## config.mk

```make
export PLATFORM = sky130hd
export DESIGN_NAME = modulo_dispensador_rolhas
export DESIGN_NICKNAME = d
export VERILOG_FILES = /design/src/rtl/modulo_dispensador_rolhas_pkg.sv /design/src/rtl/modulo_dispensador_rolhas_min3.sv /design/src/rtl/modulo_dispensador_rolhas.sv
export SDC_FILE = /design/constraint.sdc
export NUM_CORES = 1
export LEC_CHECK = 0
export BUFFER_PORTS_ARGS = -buffer_cell sky130_fd_sc_hd__buf_2
export CAP_MARGIN = 20
export CORE_MARGIN = 2
export CORE_UTILIZATION = 40
export DETAILED_ROUTE_END_ITERATION = 8
export GPL_ROUTABILITY_DRIVEN = 0
export PLACE_DENSITY_LB_ADDON = 0.12
export SYNTH_ARGS = -nofsm -noshare
export SYNTH_HDL_FRONTEND = slang
export SYNTH_SLANG_ARGS = --single-unit
```

## constraint.sdc

```tcl
create_clock -name clk -period 3.9 [get_ports clk]
set_input_delay 0.585 -clock clk [delete_from_list [all_inputs] [get_ports clk]]
set_output_delay 0.585 -clock clk [all_outputs]
set_load 0.05 [all_outputs]
```

## src/rtl/modulo_dispensador_rolhas_pkg.sv

```systemverilog
// Shared definitions for the cork dispenser: FSM state encoding and default sizing.
package modulo_dispensador_rolhas_pkg;

  typedef enum logic [1:0] {
    OCIOSO    = 2'b00,
    CALCULA   = 2'b01,
    TRANSFERE = 2'b10,
    CONCLUI   = 2'b11
  } estado_t;

  localparam int LARG_PAD        = 7;
  localparam int MAX_RESERVA_PAD = 99;
  localparam int LOTE_PAD        = 20;

endpackage

```

## src/rtl/modulo_dispensador_rolhas_min3.sv

```systemverilog
// Combinational minimum of three unsigned values, built from a less-than comparator.
module modulo_min3_7bits #(
  parameter int LARG = 7
) (
  input  logic [LARG-1:0] a,
  input  logic [LARG-1:0] b,
  input  logic [LARG-1:0] c,
  output logic [LARG-1:0] minimo
);

  function automatic logic menor(input logic [LARG-1:0] x, input logic [LARG-1:0] y);
    return x < y;
  endfunction

  logic [LARG-1:0] min_ab;

  // Two cascaded compare/select stages
  always_comb begin
    min_ab = menor(a, b) ? a : b;
    minimo = menor(c, min_ab) ? c : min_ab;
  end

endmodule

```

## src/rtl/modulo_dispensador_rolhas.sv

```systemverilog
// Cork reserve dispenser: answers transfer requests with one-cycle cork pulses,
// then acknowledges; accepts saturating operator refills at any time.
module modulo_dispensador_rolhas
  import modulo_dispensador_rolhas_pkg::*;
#(
  parameter int LARG_RESERVA = LARG_PAD,
  parameter int MAX_RESERVA  = MAX_RESERVA_PAD,
  parameter int LOTE         = LOTE_PAD
) (
  input  logic                    clk,
  input  logic                    Nclr,
  input  logic                    req_transfer,
  input  logic [LARG_RESERVA-1:0] espaco_princ,
  input  logic                    carga_operador,
  input  logic [LARG_RESERVA-1:0] valor_carga,
  output logic                    ack_transfer,
  output logic                    pulso_rolha,
  output logic [LARG_RESERVA-1:0] qtd_lote,
  output logic [LARG_RESERVA-1:0] reserva,
  output logic                    reserva_vazia,
  output logic                    erro_carga,
  output logic                    ocupado
);

  estado_t               estado;
  logic [LARG_RESERVA-1:0] espaco_lat;
  logic [LARG_RESERVA-1:0] restante;
  logic [LARG_RESERVA-1:0] minimo;
  logic [LARG_RESERVA:0]   soma;

  modulo_min3_7bits #(
    .LARG(LARG_RESERVA)
  ) u_min3 (
    .a      (LARG_RESERVA'(LOTE)),
    .b      (reserva),
    .c      (espaco_lat),
    .minimo (minimo)
  );

  // Next reserve in one extra bit: refill in, dispensed cork out
  always_comb begin
    soma = {1'b0, reserva} - {{LARG_RESERVA{1'b0}}, pulso_rolha};
    if (carga_operador)
      soma = soma + {1'b0, valor_carga};
  end

  // Reserve register with saturation at capacity and overflow flag
  always_ff @(posedge clk) begin
    if (!Nclr) begin
      reserva    <= '0;
      erro_carga <= 1'b0;
    end else if (soma > (LARG_RESERVA+1)'(MAX_RESERVA)) begin
      reserva    <= LARG_RESERVA'(MAX_RESERVA);
      erro_carga <= 1'b1;
    end else begin
      reserva    <= soma[LARG_RESERVA-1:0];
      erro_carga <= 1'b0;
    end
  end

  // Handshake FSM; pulse and ack are registered alongside the state transition
  always_ff @(posedge clk) begin
    if (!Nclr) begin
      estado       <= OCIOSO;
      espaco_lat   <= '0;
      restante     <= '0;
      qtd_lote     <= '0;
      pulso_rolha  <= 1'b0;
      ack_transfer <= 1'b0;
    end else begin
      case (estado)
        OCIOSO: begin
          if (req_transfer) begin
            estado     <= CALCULA;
            espaco_lat <= espaco_princ;
          end
        end
        CALCULA: begin
          qtd_lote <= minimo;
          restante <= minimo;
          if (minimo == '0) begin
            estado       <= CONCLUI;
            ack_transfer <= 1'b1;
          end else begin
            estado      <= TRANSFERE;
            pulso_rolha <= 1'b1;
          end
        end
        TRANSFERE: begin
          // The cork of this cycle is counted even when the request is withdrawn
          restante <= restante - 1'b1;
          if (!req_transfer) begin
            estado      <= OCIOSO;
            pulso_rolha <= 1'b0;
          end else if (restante == LARG_RESERVA'(1)) begin
            estado       <= CONCLUI;
            pulso_rolha  <= 1'b0;
            ack_transfer <= 1'b1;
          end
        end
        CONCLUI: begin
          if (!req_transfer) begin
            estado       <= OCIOSO;
            ack_transfer <= 1'b0;
          end
        end
        default: estado <= OCIOSO;
      endcase
    end
  end

  assign reserva_vazia = (reserva == '0);
  assign ocupado       = (estado != OCIOSO);

endmodule

```

---- Yosys cells after proc, flatten, opt, wreduce, memory -nomap -nowiden ----
Cells that the tools add are included.
Widths: inputs -> output; s select.
storage, ports and cells
  bits in registers ....................... 33
  input port bits ......................... 18
  output and inout port bits .............. 19
  logic and storage cells ................. 59
cells by class
  add/sub/neg operators ................... 3
  $lt $le $gt $ge ......................... 3
  equality and inequality tests ........... 11
  mux-type cells .......................... 21
  bitwise logic cells ..................... 1
  reduce and logical (&&, ||, !) cells .... 11
operator list
  kind                 count
  $mux 7               3
  $logic_not 7->1      2
  $pmux 7 s2           1
  $ne 2x2->1 const B   6
  $mux 1               9
  $add 8x7->8          1
  $gt 8x7->1 const B   1
  $mux 2               4
  $mux 8               1
  $pmux 2 s4           1
  $sub 7x1->8          1
  $eq 7x1->1 const B   1
  $lt 5x7->1 const A   1
  $lt 7x7->1           1
  $sub 7x1->7 const B  1
  $reduce_and 3->1     2
  $reduce_and 5->1     1
  $eq 2x2->1 const B   2
  $reduce_bool 2->1    2
  $ne 3x3->1 const B   1
  $pmux 1 s3           1
  $reduce_bool 3->1    1
  $eq 2x1->1 const B   1
  $logic_not 2->1      1
  other kinds (4)      4

---- Logic depth before layout (Yosys ltp) ----
  depth in word-level cells ............... 7
  depth in mapped cells ................... 13
  depth with buffers taken out ............ 13

---- By module ----
From an unflattened synthesis, not the netlist that was laid out.
second synthesis, totals
  cells, all modules ...................... 320
  area, all modules ....................... 2522.4 um2
by module, submodules not included
  module                     times used  cells each  area each (um2)  seq. area each (um2)
  modulo_dispensador_rolhas  1           251         2037.0           660.6
  modulo_min3_7bits          1           69          485.5            0.0

---- Worst setup path before layout ----
No wires, ideal clock.
  path kind ............................... register to register
  start ................................... reg pulso_rolha
  end ..................................... reg reserva[3]
  data arrival time ....................... 3.714 ns
  data required time ...................... 3.800 ns
  setup slack ............................. 0.087 ns
  cell stages (with the launch flop) ...... 12
  buffers on the path ..................... 0
  period minus slack after synthesis ...... 3.813 ns
  path through ............................ dfxtp_1 > ha_1 > ha_1 > or3b_4 > or4_1 > nand2_1 > ha_1 > and2_0 > and4_4 > or4_4 > a31o_4 > a2111oi_4
between the ends
  word-level cells in the longest chain between the ends .. 5
RTL lines
  what                       line                             text
  from (decl)                modulo_dispensador_rolhas.sv:17  output logic pulso_rolha,
  from (signal assigned)     modulo_dispensador_rolhas.sv:68  pulso_rolha <= 1'b0;
  from (signal assigned)     modulo_dispensador_rolhas.sv:86  pulso_rolha <= 1'b1;
  from (signal assigned)     modulo_dispensador_rolhas.sv:94  pulso_rolha <= 1'b0;
  $sub 7x1->8 (*)            modulo_dispensador_rolhas.sv:42  soma = {1'b0, reserva} - {{LARG_RESERVA{1'b0}}, pulso_rolha};
  $add 8x7->8                modulo_dispensador_rolhas.sv:44  soma = soma + {1'b0, valor_carga};
  $mux 8 (*)                 modulo_dispensador_rolhas.sv:43  if (carga_operador)
  $gt 8x7->1                 modulo_dispensador_rolhas.sv:52  end else if (soma > (LARG_RESERVA+1)'(MAX_RESERVA)) begin
  $reduce_or 2->1 (no line)  -
  to (signal assigned)       modulo_dispensador_rolhas.sv:53  reserva <= LARG_RESERVA'(MAX_RESERVA);
  to (signal assigned)       modulo_dispensador_rolhas.sv:56  reserva <= soma[LARG_RESERVA-1:0];
  to (decl)                  modulo_dispensador_rolhas.sv:19  output logic [LARG_RESERVA-1:0] reserva,
Mark *: on every way between the ends. The rest lies on a longest branch, timed or not.
A chain may end at the register's enable or synchronous reset.

---- Worst setup path in the final report ----
  start ................................... reg reserva[0]
  end ..................................... reg reserva[4]
between the ends
  word-level cells in the longest chain between the ends .. 5
RTL lines
  what                       line
  $sub 7x1->8 (*)            modulo_dispensador_rolhas.sv:42
  $add 8x7->8                modulo_dispensador_rolhas.sv:44
  $mux 8 (*)                 modulo_dispensador_rolhas.sv:43
  $gt 8x7->1                 modulo_dispensador_rolhas.sv:52
  $reduce_or 2->1 (no line)  -
Marks and branches as above.

==> results by group <==
Power and ir drop
  • P_int: 0.961 mW
  • Share of power burned in registers: 25.7%
  • PD cells: 699 mW/mm^2
  • Leakage: 1.17 nW
  • P_sw: 0.946 mW
  • Sw Ratio: 49.6%
  • Worst VDD drop: 0.317 mV
  • Tot Pwr: roughly 1.9 mW
  • Clock share of power: 14.4%
  • Combinational power share: 60.0%

Critical path
  • RR Endpoint: reserva[4]
  • Crit-path max FO: 8
  • Critical path capture point type: register
  • CP required: just over 4 ns
  • Setup crit end: reserva[4]
  • CP Launch Point: reserva[0]
  • RR Startpoint: reserva[0]
  • Critical path arrival: 3.87 ns
  • R2R depth: 13
  • FF-to-FF setup slack: 0.22 ns
  • Critical path class: reg -> reg
  • Startpoint Class: register

Clock tree
  • Root Buffer: clkbuf_8
  • CTS Buf Count: 5
  • # hold bufs at CTS: 0
  • Number of clock sinks: 33
  • Reg clk slew, reported paths: about 0.070 ns
  • Clock latency on the worst-skew pair: about 0.29 ns
  • Htree depth: 2
  • CTS tree: yes
  • Worst-case clock buffer depth: 2
  • Setup bufs post-CTS: 0
  • Post-CTS sizing: 0

Timing
  • RSZ-0062 raised after global routing: no
  • Worst hold slack: 0.462 ns
  • Setup Viol. Count Final: 0
  • Max-slew violation count: 0
  • Slew @ Worst Pin: 0.855 ns
  • Achievable Freq: 271 MHz
  • Final period utilization: 94.5%
  • Total Neg Setup Slack: 0 ns
  • Crit path time final: 3.68 ns
  • Clock Skews: 0.00642 ns
  • Final Hold Viols: 0
  • Slew HR: between 40% and 50%

Place
  • PortBufs: 36
  • DP HPWL: around 4500 um

Synth
  • Seq/Total Area, Yosys: 27.6%
  • Complex-gate fraction of the synthesized area: around 25%
  • Simple-gate portion of the synthesized area: 23.3%
  • Unique masters post-synth: 63
  • Fraction of registers with async set/reset: 0%
  • Post-synth EDFFs: 0
  • Yosys warnings: 0
  • Largest family of logic cells by synthesized area: compound AO/OA/AOI/OAI gates
  • Post-synthesis adder-cell area fraction: about an eighth
  • Seq cells post-synth: 33
  • XOR/XNOR Fraction of Synth Area: under 10%
  • Post-Synthesis Cells: 295
  • Multiplexer area fraction after synthesis: 3.86%
  • Synth Flop Type: dfxtp_1
  • Avg Inst Size Synth: 8.12 um^2
  • Mapped cell area: 0.00240 mm^2

Routing
  • Iter 0 DRT Violations: 102
  • Via count: 2201
  • Met2 routed WL: 2740 um
  • TritonRoute pass-1 iters: 6
  • ANT nets after route: 0
  • Avg Vias per Cell: 5.45
  • DR WL met3: 281 um
  • Final WL: 5930 um
  • DRT met1 WL: 2860 um
  • Top layer in use: met4
  • Post-detailed-route wirelength per cell: 14.7 um
  • DRC Markers: 0

Worst hold path
  • HP Class: reg -> reg
  • Hold_sp: ack_transfer

Final layout
  • Reg area: between 600 and 700 um^2
  • Multi-input logic area: 0.00162 mm^2
  • N_diodes: 0
  • Share of layout cells above drive strength 1: between 10% and 20%
  • Layout filler cell count: 603
  • Final Core Density: 46.6%
  • NumNets Final: 370
  • Synth-to-Final Area Change: 13.8%

Global route
  • Global-route usage over all layers: 19.1%
  • Largest net degree at the start of global routing: 21
  • GRT overflow: 0
  • First-pass GRT wire length: around 10000 um
  • Vias in the first global route: 1994
  • Antenna violations before repair: 0

Floorplanning
  • I/O pin count: 37
  • Std-Cell Rows: 28
  • Core ar.: a little under 0.006 mm^2
  • Die ar.: 0.00663 mm^2
  • Starting density of the core: 41.0%
  • Die W: 81.4 um
  • Die Height: roughly 81 um

Outcome
  • Outcome: completed

Run
  • Max_cap viols: 0
## Yosys cell counts (all sizes together), types with 3 or more instances
cell / n / area share (%)
o21ai: 19 / 4.0
nand2b: 6 / 1.6
a2111oi: 5 / 4.2
inv: 22 / 3.4
nor2b: 3 / 0.78
a21oi: 27 / 5.8
ha: 22 / 11
a31o: 3 / 1.5
nand4: 5 / 1.3
xor2: 4 / 1.5
clkbuf: 10 / 1.6
nor2: 24 / 3.8
and2: 4 / 1.0
or4: 3 / 1.1
xnor2: 3 / 1.1
mux2i: 7 / 2.9
nand3: 16 / 3.6
nand2: 31 / 4.9
a211oi: 4 / 1.3
nor3: 5 / 1.5
dfxtp: 33 / 28
## power by group through the flow
stage | Sequential (mW) | Clock, mW | Combinational (mW)
6_report | 0.490 | 0.274 | 1.14
5_1_grt | 0.501 | 0.296 | 1.27
4_1_cts | 0.491 | 0.276 | 1.15
3_5_place_dp | 0.498 | 0 | 1.15
3_3_place_gp | 0.495 | 0 | 1.15
2_1_floorplan | 0.624 | 0 | 0.769
## state kept, by name, indices dropped and copies added (netlist names)
| name | flops |
|---|---|
| espaco_lat | 7 |
| pulso_rolha | 1 |
| estado | 2 |
| restante | 7 |
| ack_transfer | 1 |
| reserva | 7 |
| erro_carga | 1 |
| qtd_lote | 7 |
## cell type report
| class | instances | area share, % |
|---|---|---|
| Multi-Input combinational cell | 230 | 59.2 |
| Sequential cell | 33 | 24.2 |
| Timing Repair Buffer | 36 | 6.61 |
| Tap cell | 75 | 3.44 |
| Inverter | 23 | 3.17 |
| Clock buffer | 6 | 3.03 |
| Clock inverter | 1 | 0.275 |
## how the worst min path moves through the flow
stage | endpoint | slack [ns] | cells after the start
floorplan | restante[3] | 0.46 | 2
global placement | ack_transfer | 0.44 | 2
finish | ack_transfer | 0.46 | 2
CTS | ack_transfer | 0.47 | 2
global route | ack_transfer | 0.49 | 2
detailed placement | ack_transfer | 0.45 | 2
## cells in the final DEF, fill, tap and decap left out, drive strengths merged, types with 5 or more instances in the layout
cell | synthesis | final
buf | 0 | 36
dfxtp | 33 | 33
nand2 | 31 | 31
a21oi | 27 | 27
nor2 | 24 | 24
inv | 22 | 22
ha | 22 | 22
o21ai | 19 | 19
nand3 | 16 | 16
mux2i | 7 | 7
nand2b | 6 | 6
clkbuf | 10 | 6
nand4 | 5 | 5
nor3 | 5 | 5
a2111oi | 5 | 5
## worst max-delay path, stage by stage (launching register included)
cell	delay (ns)
dfxtp_1	0.34
inv_1	0.07
ha_1	0.23
ha_1	0.21
or3b_4	0.40
or4_1	0.47
nand2_1	0.10
ha_1	0.30
nor3b_1	0.18
a221oi_1	0.19
o311ai_0	0.24
a41o_1	0.27
a31o_4	0.26
a2111oi_4	0.31
## metal layers
metal / global-route usage, % / vias up
met5: 0 / -
met4: 4.07 / 0
met3: 4.00 / 4
met2: 31.4 / 53
met1: 25.8 / 1017
li1: - / 1127
## cells by family after synthesis
| group | Yosys count |
|---|---|
| and+or+nand+nor | 109 |
| AOI/OAI and AO/OA | 80 |
| DFF | 33 |
| buffers and inverters | 33 |
| adders and majority gates | 23 |
| muxes | 9 |
| xor gates and xnor gates | 7 |
| other | 1 |
## through the flow
stage | cells | worst slack [ns] | instance area (um^2)
final | 404 | 0.215 | 2730
after floorplan | 296 | 0.0868 | 2400
after global routing | 404 | 0.0359 | 2730
after CTS | 404 | 0.213 | 2730
after detailed placement | 397 | 0.218 | 2640
after global placement | 397 | 0.364 | 2640
No activity file was read; power rests on OpenSTA's default activity.
